--- src/rtl/wb_shared_arb_bus_pkg.sv ---
// Shared definitions for the shared-bus Wishbone arbiter/decoder.
package wb_shared_arb_bus_pkg;

  typedef enum logic [1:0] {
    ST_IDLE     = 2'd0,
    ST_BUSY     = 2'd1,
    ST_ERR_RESP = 2'd2
  } wb_state_e;

  // Ceiling log2; returns 0 for values of 0 or 1.
  function automatic int clog2(input int value);
    int r;
    r = 0;
    for (int i = 0; i < 31; i++) begin
      if ((1 << i) < value) r = i + 1;
    end
    return r;
  endfunction

  // Width of an index register for n entries, never narrower than one bit.
  function automatic int idx_width(input int n);
    return (clog2(n) < 1) ? 1 : clog2(n);
  endfunction

endpackage

--- src/rtl/wb_rr_arbiter.sv ---
// Round-robin request picker with a last-grant pointer that advances on release.
module wb_rr_arbiter
  import wb_shared_arb_bus_pkg::*;
#(
  parameter int N = 2
) (
  input  logic         clk_i,
  input  logic         rst_i,
  input  logic         en_i,
  input  logic [N-1:0] req_i,
  input  logic         adv_i,
  input  logic [N-1:0] adv_gnt_i,
  output logic [N-1:0] gnt_o
);

  localparam int PW = idx_width(N);

  logic [PW-1:0] last_q;
  logic [PW-1:0] last_d;
  logic          pick_found;

  // Search starts one past the last released master and wraps around.
  always_comb begin
    gnt_o      = '0;
    pick_found = 1'b0;
    for (int i = 1; i <= N; i++) begin
      for (int j = 0; j < N; j++) begin
        if (!pick_found && req_i[j] && (j == (int'(last_q) + i) % N)) begin
          gnt_o[j]   = 1'b1;
          pick_found = 1'b1;
        end
      end
    end
  end

  // On release the pointer moves to the master that just finished.
  always_comb begin
    last_d = last_q;
    if (adv_i) begin
      for (int j = 0; j < N; j++) begin
        if (adv_gnt_i[j]) last_d = PW'(j);
      end
    end
  end

  // Pointer register; reset so that master 0 is searched first.
  always_ff @(posedge clk_i or posedge rst_i) begin
    if (rst_i) begin
      last_q <= PW'(N - 1);
    end else if (en_i) begin
      last_q <= last_d;
    end
  end

endmodule

--- src/rtl/wb_shared_arb_bus.sv ---
// Multi-master shared Wishbone bus: round-robin grant, address decode,
// unmapped-address and timeout error responses.
module wb_shared_arb_bus
  import wb_shared_arb_bus_pkg::*;
#(
  parameter int WB_N_MASTERS_g = 2,
  parameter int WB_N_SLAVES_g  = 4,
  parameter int WB_AWIDTH_g    = 16,
  parameter int WB_DWIDTH_g    = 8,
  parameter logic [WB_N_SLAVES_g*WB_AWIDTH_g-1:0] WB_BASEADDR_g =
    {16'h0030, 16'h0020, 16'h0010, 16'h0000},
  parameter logic [WB_N_SLAVES_g*WB_AWIDTH_g-1:0] WB_SIZE_g = {4{16'h0010}},
  parameter int WB_TIMEOUT_g   = 15
) (
  input  logic                                  CLK_i,
  input  logic                                  RST_i,
  input  logic                                  CLK_EN_i,
  input  logic [WB_N_MASTERS_g*WB_AWIDTH_g-1:0] WBM_ADR_i,
  input  logic [WB_N_MASTERS_g*WB_DWIDTH_g-1:0] WBM_DAT_i,
  input  logic [WB_N_MASTERS_g*(WB_DWIDTH_g/8)-1:0] WBM_SEL_i,
  input  logic [WB_N_MASTERS_g-1:0]             WBM_WE_i,
  input  logic [WB_N_MASTERS_g-1:0]             WBM_STB_i,
  input  logic [WB_N_MASTERS_g-1:0]             WBM_CYC_i,
  output logic [WB_DWIDTH_g-1:0]                WBM_DAT_o,
  output logic [WB_N_MASTERS_g-1:0]             WBM_ACK_o,
  output logic [WB_N_MASTERS_g-1:0]             WBM_ERR_o,
  output logic [WB_N_MASTERS_g-1:0]             WBM_RTY_o,
  output logic [WB_N_MASTERS_g-1:0]             WBM_GNT_o,
  output logic [WB_AWIDTH_g-1:0]                WBS_ADR_o,
  output logic [WB_DWIDTH_g-1:0]                WBS_DAT_o,
  output logic [(WB_DWIDTH_g/8)-1:0]            WBS_SEL_o,
  output logic                                  WBS_WE_o,
  output logic [WB_N_SLAVES_g-1:0]              WBS_STB_o,
  output logic [WB_N_SLAVES_g-1:0]              WBS_CYC_o,
  input  logic [WB_N_SLAVES_g*WB_DWIDTH_g-1:0]  WBS_DAT_i,
  input  logic [WB_N_SLAVES_g-1:0]              WBS_ACK_i,
  input  logic [WB_N_SLAVES_g-1:0]              WBS_ERR_i,
  input  logic [WB_N_SLAVES_g-1:0]              WBS_RTY_i
);

  localparam int NM = WB_N_MASTERS_g;
  localparam int NS = WB_N_SLAVES_g;
  localparam int AW = WB_AWIDTH_g;
  localparam int DW = WB_DWIDTH_g;
  localparam int SW = WB_DWIDTH_g / 8;
  localparam int TW = clog2(WB_TIMEOUT_g + 1);
  // Counter value seen during the last strobed cycle before expiry.
  localparam logic [TW-1:0] TO_LAST = TW'(WB_TIMEOUT_g - 1);

  wb_state_e     state_q;
  logic [NM-1:0] gnt_q;
  logic [TW-1:0] cnt_q;
  logic [NM-1:0] arb_gnt;

  logic [AW-1:0] m_adr;
  logic [DW-1:0] m_dat;
  logic [SW-1:0] m_sel;
  logic          m_we, m_stb, m_cyc;

  logic [NS-1:0] hit_raw, hit_vec;
  logic [AW-1:0] win_mask [NS];
  logic [AW-1:0] win_sel_mask;
  logic          hit_any;

  logic [DW-1:0] s_dat;
  logic          s_ack, s_err, s_rty, s_term;
  logic          in_err;
  logic          release_cyc;

  // Select the granted master's request signals; zero when nobody holds the bus.
  always_comb begin
    m_adr = '0;
    m_dat = '0;
    m_sel = '0;
    m_we  = 1'b0;
    m_stb = 1'b0;
    m_cyc = 1'b0;
    for (int m = 0; m < NM; m++) begin
      if (gnt_q[m]) begin
        m_adr = WBM_ADR_i[m*AW +: AW];
        m_dat = WBM_DAT_i[m*DW +: DW];
        m_sel = WBM_SEL_i[m*SW +: SW];
        m_we  = WBM_WE_i[m];
        m_stb = WBM_STB_i[m];
        m_cyc = WBM_CYC_i[m];
      end
    end
  end

  // Per-slave window match on the granted address.
  generate
    for (genvar gi = 0; gi < NS; gi++) begin : g_dec
      localparam logic [AW-1:0] BASE = WB_BASEADDR_g[gi*AW +: AW];
      localparam logic [AW-1:0] MASK = WB_SIZE_g[gi*AW +: AW] - AW'(1);
      assign win_mask[gi] = MASK;
      assign hit_raw[gi]  = ((m_adr & ~MASK) == BASE);
    end
  endgenerate

  // Overlapping windows resolve to the lowest slave index.
  always_comb begin
    hit_vec      = '0;
    win_sel_mask = '0;
    hit_any      = 1'b0;
    if (|gnt_q) begin
      for (int s = 0; s < NS; s++) begin
        if (hit_raw[s] && !hit_any) begin
          hit_vec[s]   = 1'b1;
          win_sel_mask = win_mask[s];
          hit_any      = 1'b1;
        end
      end
    end
  end

  // Return path from the decoded slave.
  always_comb begin
    s_dat = '0;
    s_ack = 1'b0;
    s_err = 1'b0;
    s_rty = 1'b0;
    for (int s = 0; s < NS; s++) begin
      if (hit_vec[s]) begin
        s_dat = WBS_DAT_i[s*DW +: DW];
        s_ack = WBS_ACK_i[s];
        s_err = WBS_ERR_i[s];
        s_rty = WBS_RTY_i[s];
      end
    end
  end

  assign in_err      = (state_q == ST_ERR_RESP);
  assign s_term      = s_ack | s_err | s_rty;
  assign release_cyc = (state_q == ST_BUSY) && !m_cyc;

  // The error-response cycle hides the slave so a stalled slave is cut off.
  assign WBS_ADR_o = hit_any ? (m_adr & win_sel_mask) : '0;
  assign WBS_DAT_o = m_dat;
  assign WBS_SEL_o = m_sel;
  assign WBS_WE_o  = m_we;
  assign WBS_STB_o = hit_vec & {NS{m_stb & ~in_err}};
  assign WBS_CYC_o = hit_vec & {NS{m_cyc & ~in_err}};

  assign WBM_DAT_o = s_dat;
  assign WBM_ACK_o = gnt_q & {NM{s_ack & ~in_err}};
  assign WBM_ERR_o = gnt_q & {NM{(s_err & ~in_err) | in_err}};
  assign WBM_RTY_o = gnt_q & {NM{s_rty & ~in_err}};
  assign WBM_GNT_o = gnt_q;

  wb_rr_arbiter #(
    .N(NM)
  ) u_arb (
    .clk_i    (CLK_i),
    .rst_i    (RST_i),
    .en_i     (CLK_EN_i),
    .req_i    (WBM_CYC_i),
    .adv_i    (release_cyc),
    .adv_gnt_i(gnt_q),
    .gnt_o    (arb_gnt)
  );

  // Bus ownership FSM with the strobe-wait timeout counter.
  always_ff @(posedge CLK_i or posedge RST_i) begin
    if (RST_i) begin
      state_q <= ST_IDLE;
      gnt_q   <= '0;
      cnt_q   <= '0;
    end else if (CLK_EN_i) begin
      case (state_q)
        ST_IDLE: begin
          cnt_q <= '0;
          if (|WBM_CYC_i) begin
            gnt_q   <= arb_gnt;
            state_q <= ST_BUSY;
          end
        end
        ST_BUSY: begin
          if (!m_cyc) begin
            gnt_q   <= '0;
            cnt_q   <= '0;
            state_q <= ST_IDLE;
          end else if (m_stb && !hit_any) begin
            cnt_q   <= '0;
            state_q <= ST_ERR_RESP;
          end else if (m_stb && !s_term) begin
            if (cnt_q == TO_LAST) begin
              cnt_q   <= '0;
              state_q <= ST_ERR_RESP;
            end else begin
              cnt_q <= cnt_q + TW'(1);
            end
          end else begin
            // A slave termination beats a simultaneous expiry.
            cnt_q <= '0;
          end
        end
        ST_ERR_RESP: begin
          cnt_q   <= '0;
          state_q <= ST_BUSY;
        end
        default: begin
          gnt_q   <= '0;
          cnt_q   <= '0;
          state_q <= ST_IDLE;
        end
      endcase
    end
  end

endmodule

--- config.mk ---
export PLATFORM = sky130hd
export DESIGN_NAME = wb_shared_arb_bus
export DESIGN_NICKNAME = d
export VERILOG_FILES = /design/src/rtl/wb_shared_arb_bus_pkg.sv /design/src/rtl/wb_rr_arbiter.sv /design/src/rtl/wb_shared_arb_bus.sv
export SDC_FILE = /design/constraint.sdc
export NUM_CORES = 1
export LEC_CHECK = 0
export CORE_UTILIZATION = 31
export DETAILED_ROUTE_END_ITERATION = 12
export PLACE_DENSITY_LB_ADDON = 0.2
export SETUP_SLACK_MARGIN = 0.5
export SKIP_LAST_GASP = 1
export SYNTH_ARGS = -nofsm -noshare
export SYNTH_HDL_FRONTEND = slang
export SYNTH_SLANG_ARGS = --single-unit
--- constraint.sdc ---
create_clock -name CLK_i -period 5.9 [get_ports CLK_i]
set_input_delay 1.18 -clock CLK_i [delete_from_list [all_inputs] [get_ports CLK_i]]
set_output_delay 1.18 -clock CLK_i [all_outputs]
set_load 0.005 [all_outputs]
==> results of run 1 <==
state kept, by name, indices dropped and copies added (netlist names):
register,cells
WBM_GNT_o,2
cnt_q,4
state_q,2
u_arb.last_q,1
placed cells by master (no fill, tap or decap), types with 2 or more instances in the layout:
cell	count
sky130_fd_sc_hd__a21bo_2	2
sky130_fd_sc_hd__a21oi_1	2
sky130_fd_sc_hd__a221oi_1	5
sky130_fd_sc_hd__a22o_1	12
sky130_fd_sc_hd__a22oi_1	12
sky130_fd_sc_hd__a32o_1	4
sky130_fd_sc_hd__and2_1	4
sky130_fd_sc_hd__buf_4	3
sky130_fd_sc_hd__clkbuf_8	3
sky130_fd_sc_hd__clkdlybuf4s50_1	140
sky130_fd_sc_hd__conb_1	12
sky130_fd_sc_hd__dfrtp_1	8
sky130_fd_sc_hd__ha_1	2
sky130_fd_sc_hd__inv_1	8
sky130_fd_sc_hd__mux2i_1	4
sky130_fd_sc_hd__nand2_1	11
sky130_fd_sc_hd__nand2b_1	4
sky130_fd_sc_hd__nand3_1	5
sky130_fd_sc_hd__nor2_1	37
sky130_fd_sc_hd__nor2b_1	4
sky130_fd_sc_hd__nor3_1	6
sky130_fd_sc_hd__nor4_1	4
sky130_fd_sc_hd__nor4_2	2
sky130_fd_sc_hd__o21ai_0	9
sky130_fd_sc_hd__o2bb2ai_1	3
sky130_fd_sc_hd__or2_2	3
sky130_fd_sc_hd__or3_1	2
per-layer routing:
metal / share of wire / global-route usage / vias to the layer above
met1: 0.41 / 0.267 / 906
li1: - / - / 979
met4: 0.015 / 0.0578 / 0
met2: 0.50 / 0.416 / 95
met5: 0 / 0 / -
met3: 0.070 / 0.0320 / 9
worst paths after layout:
check | to | slack [ns] | cells after the start
min reg2reg | cnt_q[3] | 0.53 | 1
min in group asynchronous | state_q[0] | 1.20 | 2
max | WBM_RTY_o[1] | 1.10 | 9
min | cnt_q[3] | 0.53 | 1
max reg2reg | state_q[0] | 3.06 | 8
max in group asynchronous | u_arb.last_q | 4.40 | 2
cell type report:
type / count / area, um^2 / area share
multi-input combinational: 168 / 1070 / 0.373
inverter: 8 / 30.0 / 0.0105
sequential: 9 / 226 / 0.0792
tap: 52 / 65.1 / 0.0228
clock inverter: 1 / 5.00 / 0.00175
timing repair buffer: 143 / 1420 / 0.498
clock buffer: 3 / 41.3 / 0.0144
critical path, delay by kind of cell:
family          cells  cell delay, ns
simple gates        4            1.01
buf+inv             3            1.12
compound gates      2            0.30
stage by stage:
| step | cells | cell area, um^2 |
|---|---|---|
| final | 384 | 2860 |
| after global placement | 380 | 2810 |
| after detailed placement | 380 | 2810 |
| after floorplan | 207 | 1460 |
| after CTS | 384 | 2860 |
| after global routing | 384 | 2860 |
cell families (layout without fill, tap and decap cells):
family                     after synthesis  after routing  share of synthesized area
and+or+nand+nor                         92             92                      0.350
AOI/OAI and AO/OA                       58             58                      0.325
buffers and inverters                   30            155                      0.117
DFF                                      9              9                      0.160
muxes                                    4              4                     0.0282
adders and majority gates                2              2                     0.0176
other                                    1             12                    0.00265
power by group:
part / internal (mW) / total [mW] / switching [mW]
clock: 0.0461 / 0.0716 / 0.0255
sequential: 0.0783 / 0.101 / 0.0229
combinational: 0.230 / 0.402 / 0.172
==> run summary, run 1 <==
===========================================================================================
Max stage delay cell, worst path                                               sky130_fd_sc_hd__clkdlybuf4s50_1
Final critical delay including setup and external delays                            4.80 ns
Post-Route Utilization                                                                0.652
Maximum count of clock buffers along a single path                                        2
Launching element type of the critical path                                    primary input
Via count                                                                              1989
Most used standard cells in the synthesized netlist                            37 x sky130_fd_sc_hd__nor2_1, 12 x sky130_fd_sc_hd__a22o_1, 12 x sky130_fd_sc_hd__a22oi_1, 12 x sky130_fd_sc_hd__buf_4, 11 x sky130_fd_sc_hd__nand2_1
TritonCTS clock tree                                                                    yes
Final Skew                                                                       0.00307 ns
Nets@finish                                                                             438
Predominant post-synthesis flop cell                                           sky130_fd_sc_hd__dfrtp_1
Max frequency                                                                       208 MHz
Register clock-pin slew on the reported worst setup and hold paths                  0.04 ns
Number of buffers created by CTS                                                          3
Transition time of the tightest slew-check pin                                     0.544 ns
Area of the mapped netlist                                                        1420 um^2
Die footprint                                                                     4850 um^2
Path category of the worst min-delay check                                     register to register
Data arrival time at the worst-slack endpoint                                       3.62 ns
I/O pin count                                                                           153
Cell Rows                                                                                24
Number of endpoints failing setup at the final stage                                      0
Number of resized instances in the post-cts repair step                                   0
TritonCTS sink count                                                                      9
Area growth, synth to finish                                                           102%
Worst path most repeated cell                                                  sky130_fd_sc_hd__clkdlybuf4s50_1
Startpoint of the lowest-slack register-to-register path                       WBM_GNT_o[1]
Total number of yosys warnings                                                            0
Area of the core                                                                  4380 um^2
Cell count after synthesis                                                              196
Worst setup slack after placement                                                   1.09 ns
Mean instance size in the synthesized netlist                                     7.23 um^2
Worst Setup SP                                                                 WBM_ADR_i[28]
Total of hold buffers inserted after clock tree synthesis                                 0
Effective utilization at floorplan                                                    0.323
Hold Vio Cnt, Final                                                                       0
Post-route total power                                                               575 uW
Standby leakage power                                                               1.08 nW
Cells traversed along the worst timing path                                    clkdlybuf4s50_1, nor4_1, nand3_1, a21oi_1, buf_4, a22oi_1, or2_2, nor2_1, clkdlybuf4s50_1
Fillers                                                                                 374
RSZ-0062 raised after global routing                                                  false
Required @ worst endpoint                                                           4.72 ns
Least setup slack across all paths after layout                                     1.10 ns
Clock insertion delay at the later pin of the skew report                           0.24 ns
Layout cells sized above 1                                                           0.0663
Final critical-path share of the clock period                                         0.813
Asr flop ratio synth                                                                   1.00
Synth area leader                                                              sky130_fd_sc_hd__dfrtp_1
Antenna Violating Nets Remaining                                                          0
Buffers inserted by post-CTS timing repair                                                0
Run status                                                                     finished clean
Peak supply drop                                                                   0.203 mV
Wire length of the first global-routing pass                                        8.85 mm
Number of detailed-route iterations in the first pass                                     4
Share of the synthesized area in the top cell type                                    0.141
Max-cap violation count                                                                   0
EDFF count, synth                                                                         0
Fraction of the yosys area taken by sequential cells                                  0.160
Gp weighted congestion                                                                0.830
Via count of the first global-routing pass                                             1865
Number of design-rule violations left by the first detailed-router iteration             93
Floorplan die width                                                                 69.6 um
Cell with the most instances after synthesis                                   sky130_fd_sc_hd__nor2_1
Category of the worst setup path capture point                                   output pin
Largest stage delay on the critical path                                            0.53 ns
Yosys cell types                                                                         49
Fin Setup TNS                                                                          0 ns
All-layer global routing usage                                                        0.224
Routed wire length                                                                  5.72 mm
Number of pins with negative max-slew slack in the final report                           0
Remaining Overflow, GRT                                                                   0
Tightest hold margin                                                               0.528 ns
Leading post-synthesis cells by cell area                                      sky130_fd_sc_hd__dfrtp_1 14%, sky130_fd_sc_hd__nor2_1 9.8%, sky130_fd_sc_hd__a22o_1 7.4%
Number of levels the H-tree was split into                                                1
Root buffer selected by CTS                                                    sky130_fd_sc_hd__clkbuf_8
Register bit count reported by yosys                                                      9
Hold path start                                                                    cnt_q[3]
Wire length per cell after detailed routing                                         14.9 um
Count of antenna diodes in the layout                                                     0
Detailed placer's ending HPWL                                                       4.73 mm
Height of the die                                                                   69.6 um
Number of vias per cell after detailed routing                                         5.18
Pin count of the biggest net entering global routing                                     26
Worst relative slew slack                                                             0.638
Top fanout value on the critical path                                                    12
Residual DRC count                                                                        0
Start-to-end type of the worst setup path                                      primary input to output pin
# port buffers                                                                          140
Antenna violations before repair                                                          0
Cell area power density                                                         201 nW/um^2
===========================================================================================
(Power assumes the default switching activity.)
==> run 2, diff against run 1 <==
CORE_UTILIZATION = 29   (was 31)
clock period = 5.05 ns   (was 5.9 ns; I/O delays follow)
==> run 2 against run 1 <==
Setup slack worse by 0.46 ns. Combinational power grew 17%. Critical path type unchanged. Sequential share of layout area down 0.096 points. Worst hold slack got worse by 0.0095 ns. Largest power group unchanged. Cell count increased by 4.2%. Die area up 6.7%. Critical endpoint is now WBM_RTY_o[0]. Non-clock buffer count rose by 1. Sequential power increased by 19%. Highest routed layer unchanged. First-iteration DRC count is 18% higher.
==> run summary, run 2 (synthesis results as in run 1) <==
===========================================================================================
Pin count of the biggest net entering global routing                                     24   -7.7%
Reg-to-reg critical path endpoint                                                  cnt_q[1]
Run status                                                                     finished clean
Area growth, synth to finish                                                           104%
Category of the worst setup path capture point                                   output pin
Met1 Usage GRT                                                                        0.264   -0.00320
Largest stage delay on the critical path                                            0.51 ns   -0.02 ns
Power spent charging and discharging nets                                            259 uW   +18%
All-layer global routing usage                                                        0.210   -0.0144
Cell Rows                                                                                25   +4.2%
Via count of the first global-routing pass                                             1723   -7.6%
Count of antenna diodes in the layout                                                     0   unchanged
Maximum count of clock buffers along a single path                                        2   unchanged
Final Skew                                                                       0.00314 ns   +0.0000705 ns
Worst relative slew slack                                                             0.640   +0.00241
Number of cell instances on the worst register-to-register path                           7   -1
Transition time of the tightest slew-check pin                                     0.540 ns   -0.00362 ns
Detailed placer's ending HPWL                                                       4.76 mm   +0.83%
Number of levels the H-tree was split into                                                1   unchanged
Most used cells in the layout excluding fill and tap cells                     140 x sky130_fd_sc_hd__clkdlybuf4s50_1, 37 x sky130_fd_sc_hd__nor2_1, 12 x sky130_fd_sc_hd__a22oi_1, 12 x sky130_fd_sc_hd__a22o_1, 12 x sky130_fd_sc_hd__conb_1
Met2 routing resource usage after global routing                                      0.381   -0.0359
Number of vias per cell after detailed routing                                         4.87   -5.9%
RSZ-0062 raised after global routing                                                  false
Power share of the sequential group                                                   0.179   +0.003
Clock insertion delay at the later pin of the skew report                           0.24 ns   about the same
TritonCTS sink count                                                                      9   unchanged
Fin Setup TNS                                                                          0 ns   unchanged
Clock network fraction of design power                                                0.125   about the same
Required @ worst endpoint                                                           4.04 ns   -0.68 ns
Wire length per cell after detailed routing                                         14.5 um   -2.6%
Max frequency                                                                       227 MHz
Register clock-pin slew on the reported worst setup and hold paths                  0.05 ns   about the same
Top fanout value on the critical path                                                     5   -7
Antenna Violating Nets Remaining                                                          0   unchanged
Final critical delay including setup and external delays                            4.41 ns
Int Power                                                                            415 uW   +17%
Area of the core                                                                  4720 um^2   +7.7%
Data arrival time at the worst-slack endpoint                                       3.40 ns   -0.22 ns
Post-route total power                                                               675 uW   +17%
Launching element type of the critical path                                    primary input
Root buffer selected by CTS                                                    sky130_fd_sc_hd__clkbuf_8
Total of hold buffers inserted after clock tree synthesis                                 0   unchanged
Final critical-path share of the clock period                                         0.873
Peak supply drop                                                                   0.147 mV   -27%
Wire length of the first global-routing pass                                        8.45 mm   -4.6%
Start-to-end type of the worst setup path                                      primary input to output pin
Floorplan die width                                                                 71.9 um   +3.3%
Gate power share                                                                      0.696   -0.003
Number of pins with negative max-slew slack in the final report                           0   unchanged
Least setup slack across all paths after layout                                    0.641 ns   -0.461 ns
Gp weighted congestion                                                                0.826   -0.40%
Remaining Overflow, GRT                                                                   0   unchanged
Flip-flop count of the largest register after layout                                      4   unchanged
Number of buffers created by CTS                                                          3   unchanged
Via count                                                                              1949   -2.0%
Max-cap violation count                                                                   0   unchanged
# port buffers                                                                          140   unchanged
Top delay family on crit path                                                  simple AND/OR/NAND/NOR gates
Post-Route Utilization                                                                0.612   -0.0394
Worst setup slack for register-to-register paths                                    2.48 ns   -0.58 ns
Max stage delay cell, worst path                                               sky130_fd_sc_hd__clkdlybuf4s50_1
Cells traversed along the worst timing path                                    clkdlybuf4s50_1, nor4_1, nand3_1, a21oi_2, a22oi_1, or2_2, nor2_1, clkdlybuf4s50_1
Switching fraction of total power                                                     0.384   +0.00155
Number of detailed-route iterations in the first pass                                     4   unchanged
Tightest hold margin                                                               0.519 ns   -0.00949 ns
Hold Vio Cnt, Final                                                                       0   unchanged
Cell area power density                                                         233 nW/um^2   +16%
Antenna violations before repair                                                          0   unchanged
Die footprint                                                                     5170 um^2   +6.7%
Number of design-rule violations left by the first detailed-router iteration            110   +18%
Met3 Use GR                                                                          0.0236   -0.00837
Layout cells sized above 1                                                           0.0751   +0.00881
Most flops, register                                                                  cnt_q
Most congested layer reported by global routing                                        met2
Number of endpoints failing setup at the final stage                                      0   unchanged
Hold path start                                                                    cnt_q[3]
Nets@finish                                                                             439   +0.23%
Height of the die                                                                   71.9 um   +3.3%
Fillers                                                                                 429   +15%
Hold Path Cell Cnt                                                                        1   unchanged
Path category of the worst min-delay check                                     register to register
Routed wire length                                                                  5.81 mm   +1.5%
Leading cell type in the layout, fill and taps excluded                        sky130_fd_sc_hd__clkdlybuf4s50_1
I/O pin count                                                                           153   unchanged
Residual DRC count                                                                        0   unchanged
Worst path most repeated cell                                                  sky130_fd_sc_hd__clkdlybuf4s50_1
Startpoint of the lowest-slack register-to-register path                       WBM_GNT_o[1]
Effective utilization at floorplan                                                    0.300   -0.0232
Standby leakage power                                                               1.09 nW   +0.42%
TritonCTS clock tree                                                                    yes
Sum of buffers and inverters on the critical path                                         2   -1
End point of the most critical hold path                                           cnt_q[3]
Worst setup slack after placement                                                  0.559 ns   -0.530 ns
===========================================================================================
## run 2: cell types whose count changed in the layout (fill, tap and decap cells not counted), sizes merged
| cell | change |
|---|---|
| buf | +1 |
## run 2: worst max path at each step
stage	start	endpoint	slack, ns	cells past startpoint
after floorplan	WBM_ADR_i[24]	WBM_ACK_o[0]	1.69	7
after global placement	WBM_ADR_i[20]	WBM_RTY_o[1]	0.57	8
after detailed placement	WBM_ADR_i[20]	WBM_RTY_o[0]	0.56	8
after CTS	WBM_ADR_i[20]	WBM_RTY_o[0]	0.55	8
after global routing	WBM_ADR_i[29]	WBM_RTY_o[1]	0.51	8
final	WBM_ADR_i[28]	WBM_RTY_o[0]	0.64	8
## run 2: stage by stage
step | instance area [um^2] | std cells
floorplan | 1460 | 207
global placement | 2830 | 395
detailed placement | 2830 | 395
CTS | 2880 | 399
global route | 2890 | 400
finish | 2890 | 400
## run 2: final cells by class
type / instances / area, um^2 / share of cell area
Timing Repair Buffer: 144 / 1430 / 0.495
Multi-Input combinational cell: 168 / 1070 / 0.372
Sequential cell: 9 / 226 / 0.0783
Tap cell: 67 / 83.8 / 0.0290
Clock buffer: 3 / 41.3 / 0.0143
Inverter: 8 / 30.0 / 0.0104
Clock inverter: 1 / 5.00 / 0.00173
## run 2: repair_timing
item                                    CTS  global route
resized for setup                         0             2
buffers inserted                          0             1
endpoints found under the setup margin    0             4
## run 2: routing by layer
| metal | routed length [um] | share of wire | vias up |
|---|---|---|---|
| met3 | 352 | 0.061 | 2 |
| met4 | 12 | 0.0021 | 0 |
| met1 | 2440 | 0.42 | 892 |
| met2 | 3000 | 0.52 | 74 |
| li1 | - | - | 981 |
| met5 | 0 | 0 | - |
## run 2: power by group through the flow
stage          clock network (mW)  logic [mW]  registers, mW
4_1_cts                    0.0886       0.469          0.120
3_5_place_dp                    0       0.467          0.121
2_1_floorplan                   0       0.259          0.107
6_report                   0.0844       0.470          0.120
3_3_place_gp                    0       0.466          0.121
5_1_grt                    0.0930       0.512          0.123
## run 2: worst reg2reg max path, stage by stage (launching register included)
cell	delay, ns
sky130_fd_sc_hd__dfrtp_1	0.46
sky130_fd_sc_hd__buf_4	0.26
sky130_fd_sc_hd__nor2b_1	0.19
sky130_fd_sc_hd__buf_4	0.24
sky130_fd_sc_hd__a22oi_1	0.20
sky130_fd_sc_hd__or4_4	0.60
sky130_fd_sc_hd__or3_1	0.39
sky130_fd_sc_hd__o2bb2ai_1	0.14
